[src/rtl/ram_arbiter_pkg.sv]
`default_nettype none
// ============================================================================
//  Module      : ram_arbiter_pkg
//  Description : Shared constants, FSM state encoding and client identifiers
//                for the two-client RAM arbiter and its bench.
//  Revision    : 1.0 - initial release
// ============================================================================
package ram_arbiter_pkg;

    // Default parameter values shared by the arbiter, its interface and bench
    localparam int c_def_data_width = 8;
    localparam int c_def_addr_width = 4;
    localparam int c_def_max_burst  = 4;

    // Width of the consecutive-grant counter (covers MAX_BURST up to 15)
    localparam int c_cnt_width = 4;

    // Arbiter ownership states
    typedef enum logic [1:0] {
        ST_IDLE = 2'd0,
        ST_OWN0 = 2'd1,
        ST_OWN1 = 2'd2
    } state_t;

    // Client identifier used for the last-granted record
    typedef enum logic {
        CL0 = 1'b0,
        CL1 = 1'b1
    } client_t;

endpackage
`default_nettype wire

[src/rtl/ram_arbiter_if.sv]
`default_nettype none
// ============================================================================
//  Module      : ram_arbiter_if
//  Description : Two-client request/grant bus with shared read data.
//                master = client side, slave = arbiter side.
//  Revision    : 1.0 - initial release
// ============================================================================
interface ram_arbiter_if
    import ram_arbiter_pkg::*;
#(
    parameter int DATA_WIDTH = c_def_data_width,
    parameter int ADDR_WIDTH = c_def_addr_width
);
    logic                  req0;
    logic                  req1;
    logic                  we0;
    logic                  we1;
    logic [ADDR_WIDTH-1:0] addr0;
    logic [ADDR_WIDTH-1:0] addr1;
    logic [DATA_WIDTH-1:0] wdata0;
    logic [DATA_WIDTH-1:0] wdata1;
    logic                  gnt0;
    logic                  gnt1;
    logic                  rvalid0;
    logic                  rvalid1;
    logic [DATA_WIDTH-1:0] rdata;

    modport master (
        output req0, req1, we0, we1, addr0, addr1, wdata0, wdata1,
        input  gnt0, gnt1, rvalid0, rvalid1, rdata
    );

    modport slave (
        input  req0, req1, we0, we1, addr0, addr1, wdata0, wdata1,
        output gnt0, gnt1, rvalid0, rvalid1, rdata
    );

endinterface
`default_nettype wire

[src/rtl/dual_port_ram.sv]
`default_nettype none
// ============================================================================
//  Module      : dual_port_ram
//  Description : Simple dual-port RAM, one write port and one registered
//                read port. Contents are never cleared by reset.
//  Revision    : 1.0 - initial release
// ============================================================================
module dual_port_ram #(
    parameter int DATA_WIDTH = 8,
    parameter int ADDR_WIDTH = 4
) (
    input  wire logic                  clk,
    input  wire logic                  we,
    input  wire logic [ADDR_WIDTH-1:0] waddr,
    input  wire logic [DATA_WIDTH-1:0] wdata,
    input  wire logic                  re,
    input  wire logic [ADDR_WIDTH-1:0] raddr,
    output      logic [DATA_WIDTH-1:0] rdata
);

    localparam int c_depth = 1 << ADDR_WIDTH;

    logic [DATA_WIDTH-1:0] mem_q [c_depth];
    logic [DATA_WIDTH-1:0] rdata_q;
    logic [DATA_WIDTH-1:0] rdata_d;

    // Read data register only loads on an enabled read, otherwise holds
    always_comb begin
        rdata_d = rdata_q;
        if (re) begin
            rdata_d = mem_q[raddr];
        end
    end

    // Storage write and read-data register; no reset on purpose
    always_ff @(posedge clk) begin
        if (we) begin
            mem_q[waddr] <= wdata;
        end
        rdata_q <= rdata_d;
    end

    assign rdata = rdata_q;

endmodule
`default_nettype wire

[src/rtl/ram_arbiter.sv]
`default_nettype none
// ============================================================================
//  Module      : ram_arbiter
//  Description : Arbitrates two clients onto one dual-port RAM, one access
//                per cycle. Combinational grant, burst-limited ownership
//                while both clients compete, registered read-valid strobes.
//  Revision    : 1.0 - initial release
// ============================================================================
module ram_arbiter
    import ram_arbiter_pkg::*;
#(
    parameter int DATA_WIDTH = c_def_data_width,
    parameter int ADDR_WIDTH = c_def_addr_width,
    parameter int MAX_BURST  = c_def_max_burst
) (
    input wire logic    clk,
    input wire logic    rst,
    ram_arbiter_if.slave bus
);

    localparam logic [c_cnt_width-1:0] c_max_burst = c_cnt_width'(MAX_BURST);
    localparam logic [c_cnt_width-1:0] c_cnt_one   = c_cnt_width'(1);

    state_t                 state_q, state_d;
    logic [c_cnt_width-1:0] cnt_q, cnt_d;
    client_t                last_q, last_d;
    logic                   rvalid0_q, rvalid0_d;
    logic                   rvalid1_q, rvalid1_d;

    logic                   w_gnt0;
    logic                   w_gnt1;
    logic                   w_burst_done;
    logic                   w_ram_we;
    logic                   w_ram_re;
    logic [ADDR_WIDTH-1:0]  w_ram_addr;
    logic [DATA_WIDTH-1:0]  w_ram_wdata;
    logic [DATA_WIDTH-1:0]  w_ram_rdata;

    // Current owner has used up its burst allowance
    assign w_burst_done = (cnt_q >= c_max_burst);

    // Grant selection, next ownership state and burst counting
    always_comb begin
        w_gnt0  = 1'b0;
        w_gnt1  = 1'b0;
        state_d = ST_IDLE;
        cnt_d   = '0;
        last_d  = last_q;

        case (state_q)
            ST_IDLE: begin
                if (bus.req0 && bus.req1) begin
                    // Contention from idle: the client not served last wins
                    if (last_q == CL1) w_gnt0 = 1'b1;
                    else               w_gnt1 = 1'b1;
                end else if (bus.req0) begin
                    w_gnt0 = 1'b1;
                end else if (bus.req1) begin
                    w_gnt1 = 1'b1;
                end
            end
            ST_OWN0: begin
                if (bus.req0) begin
                    if (bus.req1 && w_burst_done) w_gnt1 = 1'b1;
                    else                          w_gnt0 = 1'b1;
                end else if (bus.req1) begin
                    w_gnt1 = 1'b1;
                end
            end
            ST_OWN1: begin
                if (bus.req1) begin
                    if (bus.req0 && w_burst_done) w_gnt0 = 1'b1;
                    else                          w_gnt1 = 1'b1;
                end else if (bus.req0) begin
                    w_gnt0 = 1'b1;
                end
            end
            default: begin
                // Unused encoding: grant nothing and fall back to idle
            end
        endcase

        // No access of any kind while reset is held
        if (rst) begin
            w_gnt0 = 1'b0;
            w_gnt1 = 1'b0;
        end

        if (w_gnt0) begin
            state_d = ST_OWN0;
            last_d  = CL0;
            if (state_q == ST_OWN0) cnt_d = w_burst_done ? cnt_q : cnt_q + c_cnt_one;
            else                    cnt_d = c_cnt_one;
        end else if (w_gnt1) begin
            state_d = ST_OWN1;
            last_d  = CL1;
            if (state_q == ST_OWN1) cnt_d = w_burst_done ? cnt_q : cnt_q + c_cnt_one;
            else                    cnt_d = c_cnt_one;
        end
    end

    // RAM port steering from the granted client
    always_comb begin
        w_ram_addr  = w_gnt1 ? bus.addr1  : bus.addr0;
        w_ram_wdata = w_gnt1 ? bus.wdata1 : bus.wdata0;
        w_ram_we    = (w_gnt0 & bus.we0)  | (w_gnt1 & bus.we1);
        w_ram_re    = (w_gnt0 & ~bus.we0) | (w_gnt1 & ~bus.we1);
        rvalid0_d   = w_gnt0 & ~bus.we0;
        rvalid1_d   = w_gnt1 & ~bus.we1;
    end

    // State, counter, last-granted and read-valid registers
    always_ff @(posedge clk) begin
        if (rst) begin
            state_q   <= ST_IDLE;
            cnt_q     <= '0;
            last_q    <= CL1;
            rvalid0_q <= 1'b0;
            rvalid1_q <= 1'b0;
        end else begin
            state_q   <= state_d;
            cnt_q     <= cnt_d;
            last_q    <= last_d;
            rvalid0_q <= rvalid0_d;
            rvalid1_q <= rvalid1_d;
        end
    end

    dual_port_ram #(
        .DATA_WIDTH (DATA_WIDTH),
        .ADDR_WIDTH (ADDR_WIDTH)
    ) u_ram (
        .clk   (clk),
        .we    (w_ram_we),
        .waddr (w_ram_addr),
        .wdata (w_ram_wdata),
        .re    (w_ram_re),
        .raddr (w_ram_addr),
        .rdata (w_ram_rdata)
    );

    // A read in flight when reset arrives must not surface as valid data
    assign bus.gnt0    = w_gnt0;
    assign bus.gnt1    = w_gnt1;
    assign bus.rvalid0 = rvalid0_q & ~rst;
    assign bus.rvalid1 = rvalid1_q & ~rst;
    assign bus.rdata   = w_ram_rdata;

endmodule
`default_nettype wire

[src/flat_wrapper.sv]
// flat-port wrapper written by rule: the top's interface ports become plain ports
module ram_arbiter_flat import ram_arbiter_pkg::*;
#(
    parameter int DATA_WIDTH = c_def_data_width,
    parameter int ADDR_WIDTH = c_def_addr_width,
    parameter int MAX_BURST  = c_def_max_burst
)
  (clk, rst, bus_req0, bus_req1, bus_we0, bus_we1, bus_addr0, bus_addr1, bus_wdata0, bus_wdata1, bus_gnt0, bus_gnt1, bus_rvalid0, bus_rvalid1, bus_rdata);
  ram_arbiter_if #(.DATA_WIDTH(DATA_WIDTH), .ADDR_WIDTH(ADDR_WIDTH)) bus_i ();
  input wire logic clk;
  input wire logic rst;
  input wire logic [$bits(bus_i.req0)-1:0] bus_req0;
  input wire logic [$bits(bus_i.req1)-1:0] bus_req1;
  input wire logic [$bits(bus_i.we0)-1:0] bus_we0;
  input wire logic [$bits(bus_i.we1)-1:0] bus_we1;
  input wire logic [$bits(bus_i.addr0)-1:0] bus_addr0;
  input wire logic [$bits(bus_i.addr1)-1:0] bus_addr1;
  input wire logic [$bits(bus_i.wdata0)-1:0] bus_wdata0;
  input wire logic [$bits(bus_i.wdata1)-1:0] bus_wdata1;
  output wire logic [$bits(bus_i.gnt0)-1:0] bus_gnt0;
  output wire logic [$bits(bus_i.gnt1)-1:0] bus_gnt1;
  output wire logic [$bits(bus_i.rvalid0)-1:0] bus_rvalid0;
  output wire logic [$bits(bus_i.rvalid1)-1:0] bus_rvalid1;
  output wire logic [$bits(bus_i.rdata)-1:0] bus_rdata;
  assign bus_i.req0 = bus_req0;
  assign bus_i.req1 = bus_req1;
  assign bus_i.we0 = bus_we0;
  assign bus_i.we1 = bus_we1;
  assign bus_i.addr0 = bus_addr0;
  assign bus_i.addr1 = bus_addr1;
  assign bus_i.wdata0 = bus_wdata0;
  assign bus_i.wdata1 = bus_wdata1;
  assign bus_gnt0 = bus_i.gnt0;
  assign bus_gnt1 = bus_i.gnt1;
  assign bus_rvalid0 = bus_i.rvalid0;
  assign bus_rvalid1 = bus_i.rvalid1;
  assign bus_rdata = bus_i.rdata;
  ram_arbiter #(.DATA_WIDTH(DATA_WIDTH), .ADDR_WIDTH(ADDR_WIDTH), .MAX_BURST(MAX_BURST)) u_core (.clk(clk), .rst(rst), .bus(bus_i));
endmodule
[config.mk]
export PLATFORM = sky130hd
export DESIGN_NAME = ram_arbiter_flat
export DESIGN_NICKNAME = d
export VERILOG_FILES = /design/src/rtl/ram_arbiter_pkg.sv /design/src/rtl/ram_arbiter_if.sv /design/src/rtl/dual_port_ram.sv /design/src/rtl/ram_arbiter.sv /design/src/flat_wrapper.sv
export SDC_FILE = /design/constraint.sdc
export NUM_CORES = 1
export LEC_CHECK = 0
export ABC_CLOCK_PERIOD_IN_PS = 4860
export CAP_MARGIN = 20
export CORE_MARGIN = 2
export CORE_UTILIZATION = 35
export DETAILED_ROUTE_END_ITERATION = 12
export PLACE_DENSITY = 0.61
export RECOVER_POWER = 25
export SLEW_MARGIN = 20
export SYNTH_ARGS = -nofsm -noshare
export SYNTH_HDL_FRONTEND = slang
export SYNTH_SLANG_ARGS = --single-unit
[constraint.sdc]
create_clock -name clk -period 4.86 [get_ports clk]
set_input_delay 0.972 -clock clk [delete_from_list [all_inputs] [get_ports clk]]
set_output_delay 0.972 -clock clk [all_outputs]
set_load 0.1 [all_outputs]
=== Word level (Yosys, flattened, before mapping) ===
Memory sizes are Yosys's and may differ from the RTL's. A register that Yosys moved wholly into a read port is not among the register bits.
Cells that the tools add are included.

* Bits in registers: 9
* Latch bits: 0
* Memory bits (writable): 128
* ROM bits: 0
* Bits of input ports: 30
* Output and inout bits: 12
* Word-level logic and storage cells: 60
* Memories kept: 1

* $add $sub $neg: 1
* Multiply operators: 0
* Div/mod/pow operators: 0
* Order comparisons: 1
* Eq/ne operators: 2
* Shifts and indexed selects: 0
* Multiplexer cells: 32
* Bitwise logic cells: 11
* Reductions and logical operators: 6

{| class="wikitable"
|+ Memories
! name !! depth !! width !! rd ports !! clocked after Yosys merged registers in !! write ports !! RTL line !! RTL
|-
| u_core.u_ram.mem_q || 16 || 8 || 1 || 1 || 1 || dual_port_ram.sv:23 || <nowiki>logic [DATA_WIDTH-1:0] mem_q [c_depth];</nowiki>
|}

{| class="wikitable"
|+ Operators by type and width
! cell !! count
|-
| 4-bit 2-to-1 mux || 6
|-
| 1-bit 2-to-1 mux || 22
|-
| 8-bit 2-to-1 mux || 1
|-
| 1-bit AND || 6
|-
| 1-bit case mux with 3 select lines || 2
|-
| 4-bit by 1-bit adder with 4-bit output, second input constant || 1
|-
| 4-bit by 3-bit >= comparator with 1-bit output, second input constant || 1
|-
| 1-bit logical AND || 3
|-
| 1-bit inverter || 3
|-
| 2-bit by 1-bit equality test with 1-bit output, second input constant || 1
|-
| 2-bit equality test, second input constant || 1
|-
| 2-bit logical NOT || 1
|-
| 2-bit 2-to-1 mux || 1
|-
| 1-bit OR || 2
|-
| 2-bit nonzero test || 1
|-
| 2-bit OR reduction || 1
|}

=== Depth between registers and ports, before layout ===
* Word-level depth: 10
* Mapped depth: 10
* Depth with buffers taken out: 8

=== By module ===
Synthesis repeated with hierarchy kept, for this count alone.

* Cells, all modules: 304
* Area total of the unflattened synthesis: 5,891.9 um2

{| class="wikitable"
|+ Modules (own cells, without submodules)
! module !! instances !! cells each !! area each (um2) !! sequential area each (um2)
|-
| dual_port_ram || 1 || 229 || 5,227.5 || 4,083.9
|-
| ram_arbiter || 1 || 75 || 664.4 || 180.2
|}

=== Least setup slack after synthesis ===
No wires, ideal clock.

* Kind: input-to-reg
* Start point: in bus_req0
* End point: mem u_core.u_ram.mem_q[10][0] (enable)
* Setup time: 0.370 ns
* Data arrival time: 3.650 ns
* Required time: 4.490 ns
* Slack: 0.839 ns
* Cell stages on the path: 9
* Buffers on the path: 3
* Cell sequence: nor4bb_1 -> a31oi_1 -> nand2_2 -> inv_4 -> buf_2 -> buf_2 -> clkbuf_1 -> a21oi_1 -> nor2_1

* Longest elaborated chain between the ends: 9
* Elaborated cells between the ends (all ways): 22
* Classes of those cells: mux (17); bitwise (3); reduce/logical (2)

{| class="wikitable"
|+ RTL lines
! element !! RTL line !! RTL
|-
| start, declared || flat_wrapper.sv:12 || <nowiki>input wire logic [$bits(bus_i.req0)-1:0] bus_req0;</nowiki>
|-
| 1-bit logical AND || ram_arbiter.sv:72 || <nowiki>if (bus.req0 && w_burst_done) w_gnt0 = 1'b1;</nowiki>
|-
| 1-bit 2-to-1 mux || ram_arbiter.sv:72 ||
|-
| 1-bit 2-to-1 mux || ram_arbiter.sv:71 || <nowiki>if (bus.req1) begin</nowiki>
|-
| 1-bit case mux with 3 select lines * || ram_arbiter.sv:50 || <nowiki>case (state_q)</nowiki>
|-
| 1-bit 2-to-1 mux * || ram_arbiter.sv:84 || <nowiki>if (rst) begin</nowiki>
|-
| via bus_gnt1 || flat_wrapper.sv:21 || <nowiki>output wire logic [$bits(bus_i.gnt1)-1:0] bus_gnt1;</nowiki>
|-
| 1-bit AND || ram_arbiter.sv:106 || <nowiki>w_ram_we = (w_gnt0 & bus.we0) | (w_gnt1 & bus.we1);</nowiki>
|-
| 1-bit OR || ram_arbiter.sv:106 ||
|-
| 1-bit 2-to-1 mux || dual_port_ram.sv:37 || <nowiki>if (we) begin</nowiki>
|-
| 1-bit 2-to-1 mux (not written as such) || dual_port_ram.sv:38 || <nowiki>mem_q[waddr] <= wdata;</nowiki>
|-
| end, declared || dual_port_ram.sv:23 ||
|}

The timed path passes the listed nets; every way through them passes the cells marked *.

=== Worst setup path after layout ===
* Start point: in bus_req0
* End point: reg u_core.u_ram.rdata_q[1], in the netlist u_core.u_ram.rdata[1] (read register of u_core.u_ram.mem_q) (data pin)

* Longest elaborated chain between the ends: 7
* Elaborated cells between the ends (all ways): 20
* Classes of those cells: mux (15); bitwise (3); reduce/logical (2)

{| class="wikitable"
|+ RTL lines
! element !! RTL line !! RTL
|-
| 1-bit logical AND || ram_arbiter.sv:72 ||
|-
| 1-bit 2-to-1 mux || ram_arbiter.sv:72 ||
|-
| 1-bit 2-to-1 mux || ram_arbiter.sv:71 ||
|-
| 1-bit case mux with 3 select lines || ram_arbiter.sv:50 ||
|-
| 1-bit 2-to-1 mux || ram_arbiter.sv:84 ||
|-
| 1-bit AND || ram_arbiter.sv:107 || <nowiki>w_ram_re = (w_gnt0 & ~bus.we0) | (w_gnt1 & ~bus.we1);</nowiki>
|-
| 1-bit OR || ram_arbiter.sv:107 ||
|-
| end, declared || dual_port_ram.sv:24 || <nowiki>logic [DATA_WIDTH-1:0] rdata_q;</nowiki>
|}

Several ways; a longest one is shown, not always the timed one.
A chain may end at the register's enable or synchronous reset.

==> qor.csv <==
metric;value;unit
status;complete, no violations;
fp.dieW;137;um
cts_tree;built;
synthXorXnorAreaFrac;0.142;%
maxSlewViolCount;0;
track_usage;17.8;%
synth-async-reset-ratio;0;%
max_slew_margin;23.3;%
routedWlPerCell;20.8;um
ys_types;43;
ctsResizeCount;0;
pwr-share-comb;10.7;%
syn-num-nets;485;
max_freq;240;MHz
path_buf_inv;2;
path_class;in -> reg;
synthFlopType;edfxtp_1;
power_density;407;mW/mm^2
p_clk_share;42.6;%
cts_setup_buffers;0;
critPathLaunchType;input port;
yosys_warnings;0;
hold_ws;0.493;ns
vdd_drop_max;0.000264;V
initial_core_util;35.8;%
fp-row-count;48;
vias;3951;
hold_class;reg -> reg;
switching_share;23.8;%
numClockSinks;145;
clockBufferDepth;2;
die_h;137;um
synth.most_common_cell;edfxtp_1;
fin_crit_sh;85.6;%
synth_area_leaders;edfxtp_1, mux2i_1, a21oi_1;
cts-hold-fix-buffers;0;
cp-end-kind;register;
period_needed;4.16;ns
synth_top_family_by_area;multiplexers;
synth_compound_gate_area_share;9.62;%
place_congestion;0.859;
required;5.02;ns
yosysSeqAreaShare;69.2;%
antenna_left;0;
critPathMaxStageDelay;0.84;ns
yosysTopAreaCell;edfxtp_1;
crit_arrival;4.32;ns
worstMarginPinSlew;1.16;ns
ys_ff_latch;145;
final.setup.tns;0;ns
syn_area_per_cell;13.6;um^2
path_delay_family;buffers and inverters;
p_int;0.00231;W
crit_chain;clkdlybuf4s50_1, nor4bb_1, a31oi_1, nand2_1, clkbuf_1, a21oi_1, a211oi_1, o22ai_1, or4_1;
skew;0.00874;ns
grt_max_degree;46;
synthCells;454;
drt_iter0_markers;301;
nNetsFinal;540;
switchingPower;0.000722;W
synthAdderAreaFrac;0.203;%
grt_pass1_vias;3986;
rsz0062_at_grt;false;
drt-vias-per-instance;5.29;
syn_area;0.00616;mm^2
diodes;0;
clk_pin_slew_worst_paths;0.06;ns
io_buffer_count;41;
leakage;2.59;nW
grt_overflow;0;
grt_pass1_wl;23.8;mm
die_area;0.0187;mm^2
numCtsBuffers;17;
clk_latency;0.43;ns
syn_to_final_growth;20.7;%
hold_viol;0;
core_area;0.0172;mm^2
htree_num_levels;4;
crit_fanout;23;
muxShareOfSynthArea;9.85;%
dp_hpwl;10.3;mm
finalSetupViolCount;0;
io_pins;42;
cp_slowest_cell;clkbuf_1;
synthTopCellsByCount;edfxtp_1, mux2i_1, a21oi_1;
drcViolationCount;0;
drive_gt1_share;9.58;%
first_pass_iters;5;
antenna_found_initial;0;
totalWireLength;15.5;mm
maxCapViolations;0;
synth_edf_count;136;
total_power;0.00303;W
p_seq_share;46.7;%
yosys.area_share.simple;8.77;%
cts_root_buffer;clkbuf_16;
yosysTopAreaCellShare;66.3;%
-- cells by family (layout without fill, tap and decap cells) --
kind of cell | after synthesis | in the layout
muxes | 60 | 60
buffers and inverters | 27 | 95
and+or+nand+nor | 119 | 119
AOI/OAI and AO/OA | 101 | 101
DFF | 145 | 145
xor gates and xnor gates | 1 | 1
adders and majority gates | 1 | 1
-- routing by layer --
layer / vias to the layer above / routed length [um] / share of wire (%) / GRT usage [%]
li1: 1845 / - / - / -
met1: 1985 / 7050 / 45 / 23.4
met2: 98 / 7510 / 48 / 29.3
met3: 23 / 685 / 4.4 / 3.81
met4: 0 / 284 / 1.8 / 6.42
met5: - / 0 / 0 / 0
-- power groups by stage --
| stage | registers, W | clock network (W) | logic (W) |
|---|---|---|---|
| CTS | 0.00141 | 0.00131 | 0.000330 |
| floorplan | 0.00147 | 0 | 0.000173 |
| finish | 0.00141 | 0.00129 | 0.000325 |
| global placement | 0.00144 | 0 | 0.000322 |
| detailed placement | 0.00144 | 0 | 0.000329 |
| global route | 0.00142 | 0.00136 | 0.000349 |
-- flip-flops by register name, summed over array words and instances (netlist names) --
register and cells:
u_core.cnt_q 4, u_core.last_q 1, u_core.rvalid0_q 1, u_core.rvalid1_q 1, u_core.state_q 2, u_core.u_ram.mem_q 128
u_core.u_ram.rdata 8
-- per-stage QoR --
step / utilization [%] / setup slack, ns / cells / instance area (um^2)
after CTS: 43.2 / 0.993 / 747 / 7450
after floorplan: - / 0.839 / 454 / 6160
after global placement: 39.9 / 0.736 / 715 / 6870
final: 43.1 / 0.700 / 747 / 7440
after detailed placement: 39.9 / 0.631 / 715 / 6870
after global routing: 43.1 / 0.435 / 747 / 7440
-- tightest hold or removal path: cells and delay by family (launching register included) --
kind | cells | cell delay [ns]
AOI/OAI and AO/OA | 2 | 0.13
DFF | 1 | 0.31
-- layout make-up --
cell class | count | area, um^2
Inverter | 7 | 28.8
Timing Repair Buffer | 56 | 510
Sequential cell | 145 | 4260
Tap cell | 225 | 282
Multi-Input combinational cell | 282 | 1780
Fill cell | 1553 | 9800
Clock inverter | 13 | 143
Clock buffer | 19 | 433
-- cells in the final DEF, fill, tap and decap left out, drive strengths merged, types with 3 or more instances in the layout --
cell and instances:
inv 7, a31oi 5, clkinv 9, or4 8, o21ai 6, nor2b 3
bufinv 3, nor3b 3, dlygate4sd3 9, buf 15, nor2 42, clkdlybuf4s50 28
nand2 47, o22ai 25, edfxtp 136, a21oi 50, clkbuf 23, a211oi 8
dfxtp 9, mux2i 58, o31a 3, nand2b 4
-- worst paths after layout --
kind | end | slack [ns] | cells after the start | start
min reg2reg | u_core.cnt_q[1]$_SDFF_PP0_ | 0.49 | 2 | u_core.cnt_q[1]$_SDFF_PP0_
max | u_core.u_ram.rdata[1]$_DFFE_PP_ | 0.70 | 9 | bus_req0
max reg2reg | u_core.u_ram.rdata[1]$_DFFE_PP_ | 1.34 | 8 | u_core.cnt_q[2]$_SDFF_PP0_
min | u_core.cnt_q[1]$_SDFF_PP0_ | 0.49 | 2 | u_core.cnt_q[1]$_SDFF_PP0_
(Power assumes the default switching activity.)
